[src/rtl/i2c_slave_fifo_pkg.sv]
// i2c_slave_fifo_pkg
//   Shared constants and helpers for the I2C slave data buffer.
//   I2C_DATA_W   : byte width used on both the RX and TX paths.
//   fifo_ptr_w() : pointer width for a FIFO of a given depth. The pointer
//                  carries one extra wrap bit above the address bits.
package i2c_slave_fifo_pkg;

  localparam int I2C_DATA_W = 8;

  function automatic int fifo_ptr_w(input int depth);
    return $clog2(depth) + 1;
  endfunction

endpackage

[src/rtl/i2c_slave_fifo_if.sv]
// i2c_slave_fifo_if
//   Bundles every non-clock/reset signal of i2c_slave_fifo.
//   slave  modport : the buffer itself.
//   master modport : slave_fsm + host/register side driving the buffer.
//   slave_fsm side : wr_en_fifo/wr_data/FIFO_FULL (RX push),
//                    rd_en_fifo/rd_data/FIFO_EMPTY (TX pop).
//   host side      : host_rx_rd/host_rx_data/host_rx_empty/host_rx_level,
//                    rx_almost_full, host_tx_wr/host_tx_data/host_tx_full/
//                    host_tx_level, fifo_flush, flag_clr, rx_overflow,
//                    tx_underflow.
//
// Handshake: a push request (wr_en_fifo / host_tx_wr) is accepted at a rising
// edge only when the matching full flag is low at that edge; a pop request
// (rd_en_fifo / host_rx_rd) is accepted only when the matching empty flag is
// low. The request itself is the valid, the inverted full/empty is the ready,
// and a request with ready low is dropped (not held) by the buffer.
interface i2c_slave_fifo_if #(
  parameter int DATA_W = i2c_slave_fifo_pkg::I2C_DATA_W,
  parameter int DEPTH  = 8
);
  localparam int LW = i2c_slave_fifo_pkg::fifo_ptr_w(DEPTH);

  logic              wr_en_fifo;
  logic [DATA_W-1:0] wr_data;
  logic              FIFO_FULL;
  logic              rd_en_fifo;
  logic [DATA_W-1:0] rd_data;
  logic              FIFO_EMPTY;
  logic              host_rx_rd;
  logic [DATA_W-1:0] host_rx_data;
  logic              host_rx_empty;
  logic [LW-1:0]     host_rx_level;
  logic              rx_almost_full;
  logic              host_tx_wr;
  logic [DATA_W-1:0] host_tx_data;
  logic              host_tx_full;
  logic [LW-1:0]     host_tx_level;
  logic              fifo_flush;
  logic              flag_clr;
  logic              rx_overflow;
  logic              tx_underflow;

  modport slave (
    input  wr_en_fifo, wr_data, rd_en_fifo, host_rx_rd, host_tx_wr,
           host_tx_data, fifo_flush, flag_clr,
    output FIFO_FULL, rd_data, FIFO_EMPTY, host_rx_data, host_rx_empty,
           host_rx_level, rx_almost_full, host_tx_full, host_tx_level,
           rx_overflow, tx_underflow
  );

  modport master (
    output wr_en_fifo, wr_data, rd_en_fifo, host_rx_rd, host_tx_wr,
           host_tx_data, fifo_flush, flag_clr,
    input  FIFO_FULL, rd_data, FIFO_EMPTY, host_rx_data, host_rx_empty,
           host_rx_level, rx_almost_full, host_tx_full, host_tx_level,
           rx_overflow, tx_underflow
  );

endinterface

[src/rtl/i2c_slave_fifo_sync_fifo.sv]
// i2c_slave_fifo_sync_fifo
//   Single-clock first-word-fall-through FIFO used for both buffer paths.
//   clk, rst_n      : clock, synchronous active-low reset
//   flush           : return to empty at next edge, ignoring push/pop
//   push, push_data : write request and data
//   pop             : read request (head advances)
//   head_data       : current head entry, 0 while empty
//   full, empty     : occupancy flags derived from registered pointers only
//   level           : occupancy 0..DEPTH
//   overflow        : one-cycle pulse, push rejected because full
//   underflow       : one-cycle pulse, pop rejected because empty
module i2c_slave_fifo_sync_fifo
  import i2c_slave_fifo_pkg::*;
#(
  parameter int DATA_W = I2C_DATA_W,
  parameter int DEPTH  = 8
) (
  input  logic              clk,
  input  logic              rst_n,
  input  logic              flush,
  input  logic              push,
  input  logic [DATA_W-1:0] push_data,
  input  logic              pop,
  output logic [DATA_W-1:0] head_data,
  output logic              full,
  output logic              empty,
  output logic [fifo_ptr_w(DEPTH)-1:0] level,
  output logic              overflow,
  output logic              underflow
);

  localparam int PW = fifo_ptr_w(DEPTH);
  localparam int AW = PW - 1;

  logic [PW-1:0]     wr_ptr_q, wr_ptr_d;
  logic [PW-1:0]     rd_ptr_q, rd_ptr_d;
  logic [DATA_W-1:0] mem_q [DEPTH];
  logic              push_ok;
  logic              pop_ok;

  // Same address with differing wrap bits means the writer is a full lap ahead.
  assign full  = (wr_ptr_q[AW-1:0] == rd_ptr_q[AW-1:0]) &&
                 (wr_ptr_q[AW] != rd_ptr_q[AW]);
  assign empty = (wr_ptr_q == rd_ptr_q);
  // Modulo-2*DEPTH difference yields 0..DEPTH directly.
  assign level = wr_ptr_q - rd_ptr_q;

  assign push_ok   = push && !full && !flush;
  assign pop_ok    = pop && !empty && !flush;
  assign overflow  = push && full && !flush;
  assign underflow = pop && empty && !flush;

  assign head_data = empty ? '0 : mem_q[rd_ptr_q[AW-1:0]];

  always_comb begin
    wr_ptr_d = wr_ptr_q;
    rd_ptr_d = rd_ptr_q;
    if (flush) begin
      wr_ptr_d = '0;
      rd_ptr_d = '0;
    end else begin
      if (push_ok) wr_ptr_d = wr_ptr_q + PW'(1);
      if (pop_ok)  rd_ptr_d = rd_ptr_q + PW'(1);
    end
  end

  always_ff @(posedge clk) begin
    if (!rst_n) begin
      wr_ptr_q <= '0;
      rd_ptr_q <= '0;
    end else begin
      wr_ptr_q <= wr_ptr_d;
      rd_ptr_q <= rd_ptr_d;
    end
  end

  // Storage is intentionally not reset; empty masks stale contents.
  always_ff @(posedge clk) begin
    if (rst_n && push_ok) mem_q[wr_ptr_q[AW-1:0]] <= push_data;
  end

endmodule

[src/rtl/i2c_slave_fifo.sv]
// i2c_slave_fifo
//   Data buffer between slave_fsm and the host/register side.
//   RX path: bytes received by slave_fsm are queued for the host.
//   TX path: host-queued bytes are fed to slave_fsm during master reads.
//   Parameters: DATA_W (byte width), DEPTH (entries per path, power of 2,
//   >= 2), AF_THRESH (rx_almost_full when RX level >= AF_THRESH).
//   Ports:
//     clk_t : system clock, rising edge
//     rstn  : synchronous reset, active-low (wins over fifo_flush)
//     bus   : i2c_slave_fifo_if.slave, see the interface for signal roles
module i2c_slave_fifo
  import i2c_slave_fifo_pkg::*;
#(
  parameter int DATA_W    = I2C_DATA_W,
  parameter int DEPTH     = 8,
  parameter int AF_THRESH = 6
) (
  input  logic clk_t,
  input  logic rstn,
  i2c_slave_fifo_if.slave bus
);

  localparam int LW = fifo_ptr_w(DEPTH);
  localparam logic [LW-1:0] AF_LEVEL = LW'(AF_THRESH);

  logic          rx_full, rx_empty, rx_ovf_pulse, rx_unused_unf;
  logic          tx_full, tx_empty, tx_unf_pulse, tx_unused_ovf;
  logic [LW-1:0] rx_level, tx_level;
  logic          rx_overflow_q, rx_overflow_d;
  logic          tx_underflow_q, tx_underflow_d;

  i2c_slave_fifo_sync_fifo #(.DATA_W(DATA_W), .DEPTH(DEPTH)) u_rx_fifo (
    .clk       (clk_t),
    .rst_n     (rstn),
    .flush     (bus.fifo_flush),
    .push      (bus.wr_en_fifo),
    .push_data (bus.wr_data),
    .pop       (bus.host_rx_rd),
    .head_data (bus.host_rx_data),
    .full      (rx_full),
    .empty     (rx_empty),
    .level     (rx_level),
    .overflow  (rx_ovf_pulse),
    .underflow (rx_unused_unf)
  );

  i2c_slave_fifo_sync_fifo #(.DATA_W(DATA_W), .DEPTH(DEPTH)) u_tx_fifo (
    .clk       (clk_t),
    .rst_n     (rstn),
    .flush     (bus.fifo_flush),
    .push      (bus.host_tx_wr),
    .push_data (bus.host_tx_data),
    .pop       (bus.rd_en_fifo),
    .head_data (bus.rd_data),
    .full      (tx_full),
    .empty     (tx_empty),
    .level     (tx_level),
    .overflow  (tx_unused_ovf),
    .underflow (tx_unf_pulse)
  );

  // Host RX underflow and host TX overflow are deliberately not reported.
  logic unused_pulses;
  assign unused_pulses = &{1'b0, rx_unused_unf, tx_unused_ovf};

  assign bus.FIFO_FULL      = rx_full;
  assign bus.host_rx_empty  = rx_empty;
  assign bus.host_rx_level  = rx_level;
  assign bus.rx_almost_full = (rx_level >= AF_LEVEL);
  assign bus.FIFO_EMPTY     = tx_empty;
  assign bus.host_tx_full   = tx_full;
  assign bus.host_tx_level  = tx_level;
  assign bus.rx_overflow    = rx_overflow_q;
  assign bus.tx_underflow   = tx_underflow_q;

  // A new error event wins over a clear arriving in the same cycle.
  always_comb begin
    rx_overflow_d  = rx_overflow_q;
    tx_underflow_d = tx_underflow_q;
    if (bus.flag_clr) begin
      rx_overflow_d  = 1'b0;
      tx_underflow_d = 1'b0;
    end
    if (rx_ovf_pulse) rx_overflow_d  = 1'b1;
    if (tx_unf_pulse) tx_underflow_d = 1'b1;
  end

  always_ff @(posedge clk_t) begin
    if (!rstn) begin
      rx_overflow_q  <= 1'b0;
      tx_underflow_q <= 1'b0;
    end else begin
      rx_overflow_q  <= rx_overflow_d;
      tx_underflow_q <= tx_underflow_d;
    end
  end

endmodule
[src/flat_wrapper.sv]
// flat-port wrapper written by rule: the top's interface ports become plain ports
module i2c_slave_fifo_flat import i2c_slave_fifo_pkg::*;
#(
  parameter int DATA_W    = I2C_DATA_W,
  parameter int DEPTH     = 8,
  parameter int AF_THRESH = 6
)
  (clk_t, rstn, bus_wr_en_fifo, bus_wr_data, bus_rd_en_fifo, bus_host_rx_rd, bus_host_tx_wr, bus_host_tx_data, bus_fifo_flush, bus_flag_clr, bus_FIFO_FULL, bus_rd_data, bus_FIFO_EMPTY, bus_host_rx_data, bus_host_rx_empty, bus_host_rx_level, bus_rx_almost_full, bus_host_tx_full, bus_host_tx_level, bus_rx_overflow, bus_tx_underflow);
  i2c_slave_fifo_if #(.DATA_W(DATA_W), .DEPTH(DEPTH)) bus_i ();
  input  logic clk_t;
  input  logic rstn;
  input wire logic [$bits(bus_i.wr_en_fifo)-1:0] bus_wr_en_fifo;
  input wire logic [$bits(bus_i.wr_data)-1:0] bus_wr_data;
  input wire logic [$bits(bus_i.rd_en_fifo)-1:0] bus_rd_en_fifo;
  input wire logic [$bits(bus_i.host_rx_rd)-1:0] bus_host_rx_rd;
  input wire logic [$bits(bus_i.host_tx_wr)-1:0] bus_host_tx_wr;
  input wire logic [$bits(bus_i.host_tx_data)-1:0] bus_host_tx_data;
  input wire logic [$bits(bus_i.fifo_flush)-1:0] bus_fifo_flush;
  input wire logic [$bits(bus_i.flag_clr)-1:0] bus_flag_clr;
  output wire logic [$bits(bus_i.FIFO_FULL)-1:0] bus_FIFO_FULL;
  output wire logic [$bits(bus_i.rd_data)-1:0] bus_rd_data;
  output wire logic [$bits(bus_i.FIFO_EMPTY)-1:0] bus_FIFO_EMPTY;
  output wire logic [$bits(bus_i.host_rx_data)-1:0] bus_host_rx_data;
  output wire logic [$bits(bus_i.host_rx_empty)-1:0] bus_host_rx_empty;
  output wire logic [$bits(bus_i.host_rx_level)-1:0] bus_host_rx_level;
  output wire logic [$bits(bus_i.rx_almost_full)-1:0] bus_rx_almost_full;
  output wire logic [$bits(bus_i.host_tx_full)-1:0] bus_host_tx_full;
  output wire logic [$bits(bus_i.host_tx_level)-1:0] bus_host_tx_level;
  output wire logic [$bits(bus_i.rx_overflow)-1:0] bus_rx_overflow;
  output wire logic [$bits(bus_i.tx_underflow)-1:0] bus_tx_underflow;
  assign bus_i.wr_en_fifo = bus_wr_en_fifo;
  assign bus_i.wr_data = bus_wr_data;
  assign bus_i.rd_en_fifo = bus_rd_en_fifo;
  assign bus_i.host_rx_rd = bus_host_rx_rd;
  assign bus_i.host_tx_wr = bus_host_tx_wr;
  assign bus_i.host_tx_data = bus_host_tx_data;
  assign bus_i.fifo_flush = bus_fifo_flush;
  assign bus_i.flag_clr = bus_flag_clr;
  assign bus_FIFO_FULL = bus_i.FIFO_FULL;
  assign bus_rd_data = bus_i.rd_data;
  assign bus_FIFO_EMPTY = bus_i.FIFO_EMPTY;
  assign bus_host_rx_data = bus_i.host_rx_data;
  assign bus_host_rx_empty = bus_i.host_rx_empty;
  assign bus_host_rx_level = bus_i.host_rx_level;
  assign bus_rx_almost_full = bus_i.rx_almost_full;
  assign bus_host_tx_full = bus_i.host_tx_full;
  assign bus_host_tx_level = bus_i.host_tx_level;
  assign bus_rx_overflow = bus_i.rx_overflow;
  assign bus_tx_underflow = bus_i.tx_underflow;
  i2c_slave_fifo #(.DATA_W(DATA_W), .DEPTH(DEPTH), .AF_THRESH(AF_THRESH)) u_core (.clk_t(clk_t), .rstn(rstn), .bus(bus_i));
endmodule
[config.mk]
export PLATFORM = sky130hd
export DESIGN_NAME = i2c_slave_fifo_flat
export DESIGN_NICKNAME = d
export VERILOG_FILES = /design/src/rtl/i2c_slave_fifo_pkg.sv /design/src/rtl/i2c_slave_fifo_if.sv /design/src/rtl/i2c_slave_fifo_sync_fifo.sv /design/src/rtl/i2c_slave_fifo.sv /design/src/flat_wrapper.sv
export SDC_FILE = /design/constraint.sdc
export NUM_CORES = 1
export LEC_CHECK = 0
export CAP_MARGIN = 10
export CORE_ASPECT_RATIO = 0.9
export CORE_MARGIN = 5
export CORE_UTILIZATION = 40
export DETAILED_ROUTE_END_ITERATION = 16
export PLACE_DENSITY_LB_ADDON = 0.05
export SLEW_MARGIN = 20
export SYNTH_ARGS = -nofsm -noshare
export SYNTH_HDL_FRONTEND = slang
export SYNTH_HIERARCHICAL = 1
export SYNTH_SLANG_ARGS = --single-unit
[constraint.sdc]
create_clock -name clk_t -period 2.4 [get_ports clk_t]
set_input_delay 0.6 -clock clk_t [delete_from_list [all_inputs] [get_ports clk_t]]
set_output_delay 0.6 -clock clk_t [all_outputs]
set_load 0.005 [all_outputs]
==> results by stage, run 1 <==
Layout:
- The area overhead of the layout relative to synthesis is 36.6%.
- The diode insertion count for antenna repair is 0.
- Of the cells placed in the final design, the portion with a size suffix greater than 1 is between 40 and 50%.
- Cells fill ~55% of the core in the end.
- Summing all non-filler instances in the final layout gives an area of between 8000 and 9000 sq um.
- The total number of nets in the final design is approximately 550.

Global route:
- After global routing, the most crowded layer is met2.
- The first global-routing pass estimated 21000 um of wire.
- Across every metal layer, demand over resource in global routing totals roughly 16%.
- The pin count of the biggest net entering global routing is 17.
- The via count of the first global-routing pass is approximately 3.8k.
- The global-route track usage on met1 is 22.3%.
- The number of antenna violations at the first check in global routing is 0.
- The global routing met2 resource utilization is around a quarter.
- Global routing used roughly 3.8% of the available met3 tracks.
- Global routing finished with a remaining overflow of 0.

Die:
- After floorplanning, the core was divided into between 40 and 50 placement rows.
- Once the floorplan was initialized, standard cells occupied 40.4% of the core.
- The die is 128 um tall.
- The die is around 140 um wide.
- The die outline area is 18000 sq um.
- During I/O placement, the number of pins put on the boundary was 55.
- The placeable core area is 15300 sq um.

Flow run:
- The tool flagged a number of max-cap violations equal to 0.

STA:
- The worst slew slack as a fraction of its limit is between 70% and 80%.
- Setup repair after global routing could not meet its margin everywhere.
- The worst path uses 105% of the clock period.
- The number of failing hold endpoints at the final stage is 0.
- Clock skew on the completed layout was measured at 0.00889 ns.
- The fmax is a little under 400 MHz.
- Setup total negative slack on the finished layout was measured at -1.31 ns.
- Once routing completed, OpenROAD measured the worst setup slack at -0.119 ns.
- After layout, the minimum clock period comes to around 2.5 ns.
- The count of endpoints failing setup in the final report is 17.
- For the pin with the worst max-slew slack, the measured transition is approximately 0.37 ns.
- The count of final max-slew check failures came to 0.

Worst setup path:
- The most used cell along the critical path is buf_6.
- The worst setup path is launched from a register.
- The critical path class is register to output port.
- The delay contributed by the slowest stage of the critical path is about 0.33 ns.
- STA classifies the critical path endpoint as an output port.
- The maximum net fanout on the critical path is 7.
- The critical path goes through inv_2 -> ha_4 -> nand3_4 -> nor2_4 -> nor2b_2 -> buf_6 -> buf_6 -> a22o_1 -> buf_2.
- The slowest stage cell on the critical path is dfxtp_2.
- The required arrival time at the worst endpoint is roughly 1.8 ns.
- For the worst setup path, the data arrival time is between 1.5 and 2 ns.

Clocking:
- The clock root buffer is clkbuf_16.
- CTS built an H-tree with a depth of 4.
- The worst-case clock buffer depth is 2.
- The clock input transition at the sequential cells of the worst setup and hold paths is around 0.060 ns.
- For this design, the sink count on the clock tree is 152.
- The TritonCTS clock tree is built.
- The latest clock arrival within the worst-skew pair is 0.42 ns.
- In this run, CTS created clock tree buffers numbering 17.
- In this run, post-CTS hold repair placed 0 buffers.

Detailed routing:
- Before antenna repair, the detailed router went through 5 iterations.
- Wires add up to 13200 um.
- After detailed routing, the number of vias per cell comes to between 4 and 5.
- The routed wirelength normalized by instance count is around 18 um.
- The post-detailed-route count of antenna-violating nets is 0.
- Across all layers, the routed design uses approximately 3.6k vias.
- After detailed routing, the number of remaining DRC violations is 0.
- The violation count after the first detailed-routing iteration is 158.

Min path:
- The min-delay analysis places its worst path in the category register to register.

Synthesis:
- The Yosys step of the flow raised 6 warnings.
- The synthesized area divided by synthesized cell count is around 17 sq um.
- Summing every instance area after synthesis gives approximately 6000 sq um.
- Counting every net in the synthesized netlist gives between 300 and 400.
- After technology mapping, the gate count stands at roughly 360.

Power:
- The leakage power total is 3.05 nW.
- The peak supply drop is around 0.48 mV.
- The total power after layout is roughly 5.7 mW.
- The power density relative to cell area is slightly below 700 nW/um^2.

Status:
- The run finished, with violations left.
- The final reports fail on negative setup slack.

Placement:
- In this run the cell area measured after placement is about 7500 sq um.
- The final weighted congestion of routability-driven global placement is ~0.82.
- In this run the tool buffered the top-level ports with 54 buffer cells.
- The half-perimeter wire length of the detailed placement result is a little under 9000 um.
- Prior to clock tree synthesis, the placed netlist has a worst setup slack of -0.205 ns.
==> routing by layer <==
layer  up-vias  wire length (um)
met5         -                 0
met4         0               140
met3        10               694
met2       102              6180
met1      1798              6160
li1       1695                 -
==> final cells by class <==
type                    count  area, sq um
fillers                  1265         6860
flip-flops and latches    152         4340
multi-input cells         173         1880
repair buffers            153         1330
clock buffers              17          425
well taps                 202          253
clock inverters            14          138
inverters                  16         60.1
==> state kept, by name, indices dropped and copies added, names as in the netlist, named ones only <==
signal and cells:
u_core/bus.rx_overflow 1, u_core/bus.tx_underflow 1, u_core/u_rx_fifo/mem_q 64, u_core/u_rx_fifo/rd_ptr_q 4, u_core/u_rx_fifo/wr_ptr_q 4, u_core/u_tx_fifo/mem_q 64, u_core/u_tx_fifo/rd_ptr_q 4, u_core/u_tx_fifo/wr_ptr_q 4
==> metrics by stage <==
stage / hold slack [ns] / std cells
finish: 0.578 / 727
CTS: 0.586 / 721
detailed placement: 0.565 / 666
global route: 0.622 / 727
global placement: 0.566 / 666
floorplan: 0.486 / 355
==> critical path: cells and delay by family (launching register included) <==
family	cells	cell delay [ns]
AO/OA/AOI/OAI	1	0.21
AND/OR/NAND/NOR	3	0.24
flip-flops	1	0.33
adder cells (fa/ha/maj)	1	0.27
buffers and inverters	4	0.43
==> final timing paths <==
| check | start | slack [ns] | end | cells after the start |
|---|---|---|---|---|
| setup / recovery | u_core/u_tx_fifo/wr_ptr_q[0]$_SDFFE_PP0P_ | -0.12 | bus_rd_data[3] | 9 |
| hold / removal | u_core/bus.tx_underflow$_SDFFE_PN0P_ | 0.58 | u_core/bus.tx_underflow$_SDFFE_PN0P_ | 2 |
| setup reg to reg | u_core/u_tx_fifo/wr_ptr_q[0]$_SDFFE_PP0P_ | 0.19 | u_core/u_tx_fifo/mem_q[4][1]$_DFFE_PP_ | 8 |
| hold reg to reg | u_core/bus.tx_underflow$_SDFFE_PN0P_ | 0.58 | u_core/bus.tx_underflow$_SDFFE_PN0P_ | 2 |
==> cells in the final DEF (no fill, tap or decap), types with 3 or more instances in the layout <==
cell               n
edfxtp_1         128
buf_4             74
mux4_2            32
nor2_1            30
clkdlybuf4s50_1   27
buf_2             20
buf_6             18
clkbuf_16         17
a22o_1            16
dfxtp_1           12
xnor2_1           12
dfxtp_2           10
inv_2              8
inv_1              8
nand2_1            8
inv_6              7
buf_12             7
a21oi_1            6
ha_4               6
clkdlybuf4s15_1    4
nor2_4             4
nand2b_1           4
nand3_1            4
nor3_2             4
o21ai_0            4
mux2i_1            4
a211oi_1           4
ha_1               4
a21o_1             3
==> where the power goes <==
part | switching [mW] | internal (mW) | leakage [nW]
registers | 0.00457 | 2.87 | 1.35
logic | 0.112 | 0.136 | 1.42
clock network | 1.10 | 1.45 | 0.273
==> repair_timing <==
| item | CTS | global route |
|---|---|---|
| setup endpoints to repair | 29 | 23 |
| setup buffers | 24 | 7 |
| resized for setup | 140 | 18 |
| pin swaps | 22 | 21 |
| cloned | 1 | 0 |
Note: power is estimated with default switching activity, not from simulation.
==> run 2: changes to the inputs <==
CORE_UTILIZATION = 35   (was 40)
==> run 2 against run 1 <==
The run still ends with negative setup slack left. Final area is 0.61% higher. Clock skew increased by 0.0019 ns. Combinational power barely moved. First-iteration DRC count fell by 11%. Sequential cell count unchanged. Clock power up 11%. Register-to-register slack worse by 0.02 ns. Global-route usage shrank 1.4 points.
==> results by stage, run 2 (same netlist as run 1, synthesis figures left out) <==
Status:
- The flow ran to the end, but the final reports show violations.
- The checks that failed: negative setup slack.

Detailed routing:
- The post-route DRC violation count is 0 (unchanged).
- The average via count per standard cell came to 4.70 (-5.2%).
- The number of detailed-routing iterations run before antenna repair is 5 (unchanged).
- The violation count after the first detailed-routing iteration is 141 (-11%).
- The routed wire length is 13600 um (+3.3%).
- The post-detailed-route count of antenna-violating nets was 0 (unchanged).
- The via count of the routed design is 3567 (-1.1%).
- The routed wirelength normalized by instance count is 17.9 um (-1.0%).

Global route:
- The via count of the first global-routing pass is 3889 (+2.2%).
- The number of antenna violations at the first check in global routing is 0 (unchanged).
- The first-pass GRT wire length is 21700 um (+3.4%).
- The pin count of the biggest net entering global routing is 17 (unchanged).
- The overflow left after global routing is 0 (unchanged).
- The overall track demand over capacity in global routing is 14.3% (-1.4 points).

Layout:
- In the layout the commonest cells are edfxtp_1 (128), buf_4 (67), mux4_2 (32).
- The post-route standard cell area excluding fillers is 8480 sq um (+0.61%).
- The share of layout cells above drive strength 1 is 43.5% (-0.074 points).
- The diode insertion count for antenna repair is 0 (unchanged).
- The total number of nets in the final design is 542 (-1.3%).
- Compared with the post-synthesis result, the final layout area differs by 37.5%.
- The most frequent standard cell in the layout excluding fill and tap cells is edfxtp_1.
- The final instance count without filler cells is 759 (+4.4%).
- The fraction of the core area covered by cells at the end of the flow is 48.4% (-6.7 points).

Die:
- The effective utilization at floorplan was 35.2% (-5.1 points).
- The width of the die was 150 um (+6.4%).
- The count of standard-cell rows is 46 (+7.0%).
- The I/O pin total is 55 (unchanged).
- The vertical die dimension is 136 um (+6.4%).
- The die outline area is 20400 sq um (+13%).
- The placeable core area is 17500 sq um (+15%).

STA:
- The count of final max-slew check failures is 0 (unchanged).
- The clock tree skew after final layout is 0.0108 ns (+0.00192 ns).
- Setup repair after global routing could not meet its margin everywhere.
- The worst setup slack after layout is -0.148 ns (-0.0288 ns).
- The post-layout minimum cycle time was 2.55 ns (+0.0288 ns).
- The final worst hold slack is 0.530 ns (-0.0483 ns).
- The fmax is 392 MHz (-1.1%).
- The slew at the pin closest to its max-slew limit was 0.416 ns (+0.0433 ns).
- The worst slew slack as a fraction of its limit is 71.9% (-2.9 points).
- The final period utilization is 106% (+1.2 points).
- The number of failing hold endpoints at the final stage was 0 (unchanged).
- The count of endpoints failing setup in the final report is 17 (unchanged).

Placement:
- The standard cell area after detailed placement is 7480 sq um (+0.13%).
- The placed cell count was 699 (+5.0%).
- The half-perimeter wire length of the detailed placement result was 9000 um (+0.92%).
- The number of input and output port buffers inserted is 54 (unchanged).
- The final weighted congestion of routability-driven global placement is 0.759 (-6.9%).

Clocking:
- The total number of H-tree levels was 4 (unchanged).
- The total number of clock tree sinks is 152 (unchanged).
- TritonCTS built the clock tree.
- The clock root buffer is clkbuf_16.
- The clock input transition at the sequential cells of the worst setup and hold paths is 0.06 ns (about the same).
- The number of clock buffers inserted by TritonCTS is 17 (unchanged).
- The latest clock arrival within the worst-skew pair is 0.42 ns (about the same).
- The worst-case clock buffer depth is 2 (unchanged).
- The number of hold-repair buffers added at the cts stage is 0 (unchanged).

Power:
- The total power after layout is 5.94 mW (+4.7%).
- The power density relative to cell area came to 701 nW/um^2 (+4.0%).
- The peak supply drop is 0.479 mV (+0.37%).
- The leakage power total is 3.04 nW (-0.24%).

Flow run:
- The max-cap violation count is 0 (unchanged).

Worst setup path:
- The worst endpoint data arrival time is 1.95 ns (+0.03 ns).
- The maximum net fanout on the critical path is 7 (unchanged).
- The required arrival time at the worst endpoint is 1.80 ns (about the same).
- The critical path class is register to output port.
- The worst setup path is captured at an output port.
- STA classifies the critical path startpoint as a register.

Min path:
- The type of the tightest min-delay check is register to register.
-- run 2: layout make-up --
type,count,area (sq um)
Clock inverter,15,205
Clock buffer,17,425
Fill cell,1556,9020
Sequential cell,152,4340
Tap cell,240,300
Multi-Input combinational cell,173,1880
Inverter,16,60.1
Timing Repair Buffer,146,1260
-- run 2: final timing paths --
check                                             from                                   endpoint  slack (ns)  depth (start not counted)
max reg2reg  u_core/u_tx_fifo/rd_ptr_q[2]$_SDFFE_PP0P_     u_core/u_tx_fifo/mem_q[3][3]$_DFFE_PP_        0.17                          9
max                                           register                        bus_host_rx_data[6]       -0.15                          5
min reg2reg  u_core/u_rx_fifo/rd_ptr_q[2]$_SDFFE_PP0P_  u_core/u_rx_fifo/rd_ptr_q[2]$_SDFFE_PP0P_        0.53                          2
min          u_core/u_rx_fifo/rd_ptr_q[2]$_SDFFE_PP0P_  u_core/u_rx_fifo/rd_ptr_q[2]$_SDFFE_PP0P_        0.53                          2
-- run 2: report_power, final --
part | leakage [nW] | switching [mW] | internal (mW)
Clock | 0.308 | 1.13 | 1.68
Combinational | 1.38 | 0.117 | 0.135
Sequential | 1.35 | 0.00524 | 2.87
Total | 3.04 | 1.26 | 4.69
-- run 2: what timing repair did --
item,CTS,global route
cloned,1,0
buffers inserted,26,10
pin swaps,24,23
endpoints found under the setup margin,29,26
endpoints found under the hold margin,0,0
gates resized for setup,141,25
-- run 2: per-stage QoR --
step | setup TNS, ns | setup WS [ns]
after floorplan | -6.65 | -0.0731
after CTS | -2.42 | -0.219
after detailed placement | -7.93 | -0.447
after global routing | -2.69 | -0.229
final | -1.10 | -0.148
after global placement | -6.54 | -0.390
-- run 2: critical path, stage by stage, from the launching register on --
cell and delay, ns:
dfxtp_4 0.39, buf_12 0.15, buf_6 0.11, mux4_2 0.49, a22o_1 0.25, buf_2 0.13
-- run 2: metal layers --
| metal | routed length [um] | track usage, % | part of all wire, % |
|---|---|---|---|
| met1 | 6800 | 20.9 | 50 |
| met4 | 115 | 3.35 | 0.85 |
| met3 | 459 | 3.77 | 3.4 |
| met2 | 6230 | 21.5 | 46 |
| met5 | 0 | 0 | 0 |
==> run 3: changes to the inputs <==
CAP_MARGIN = default   (was 10)
==> results of run 3 <==
No change in the layout: final DEF, timing and power equal those of run 2.
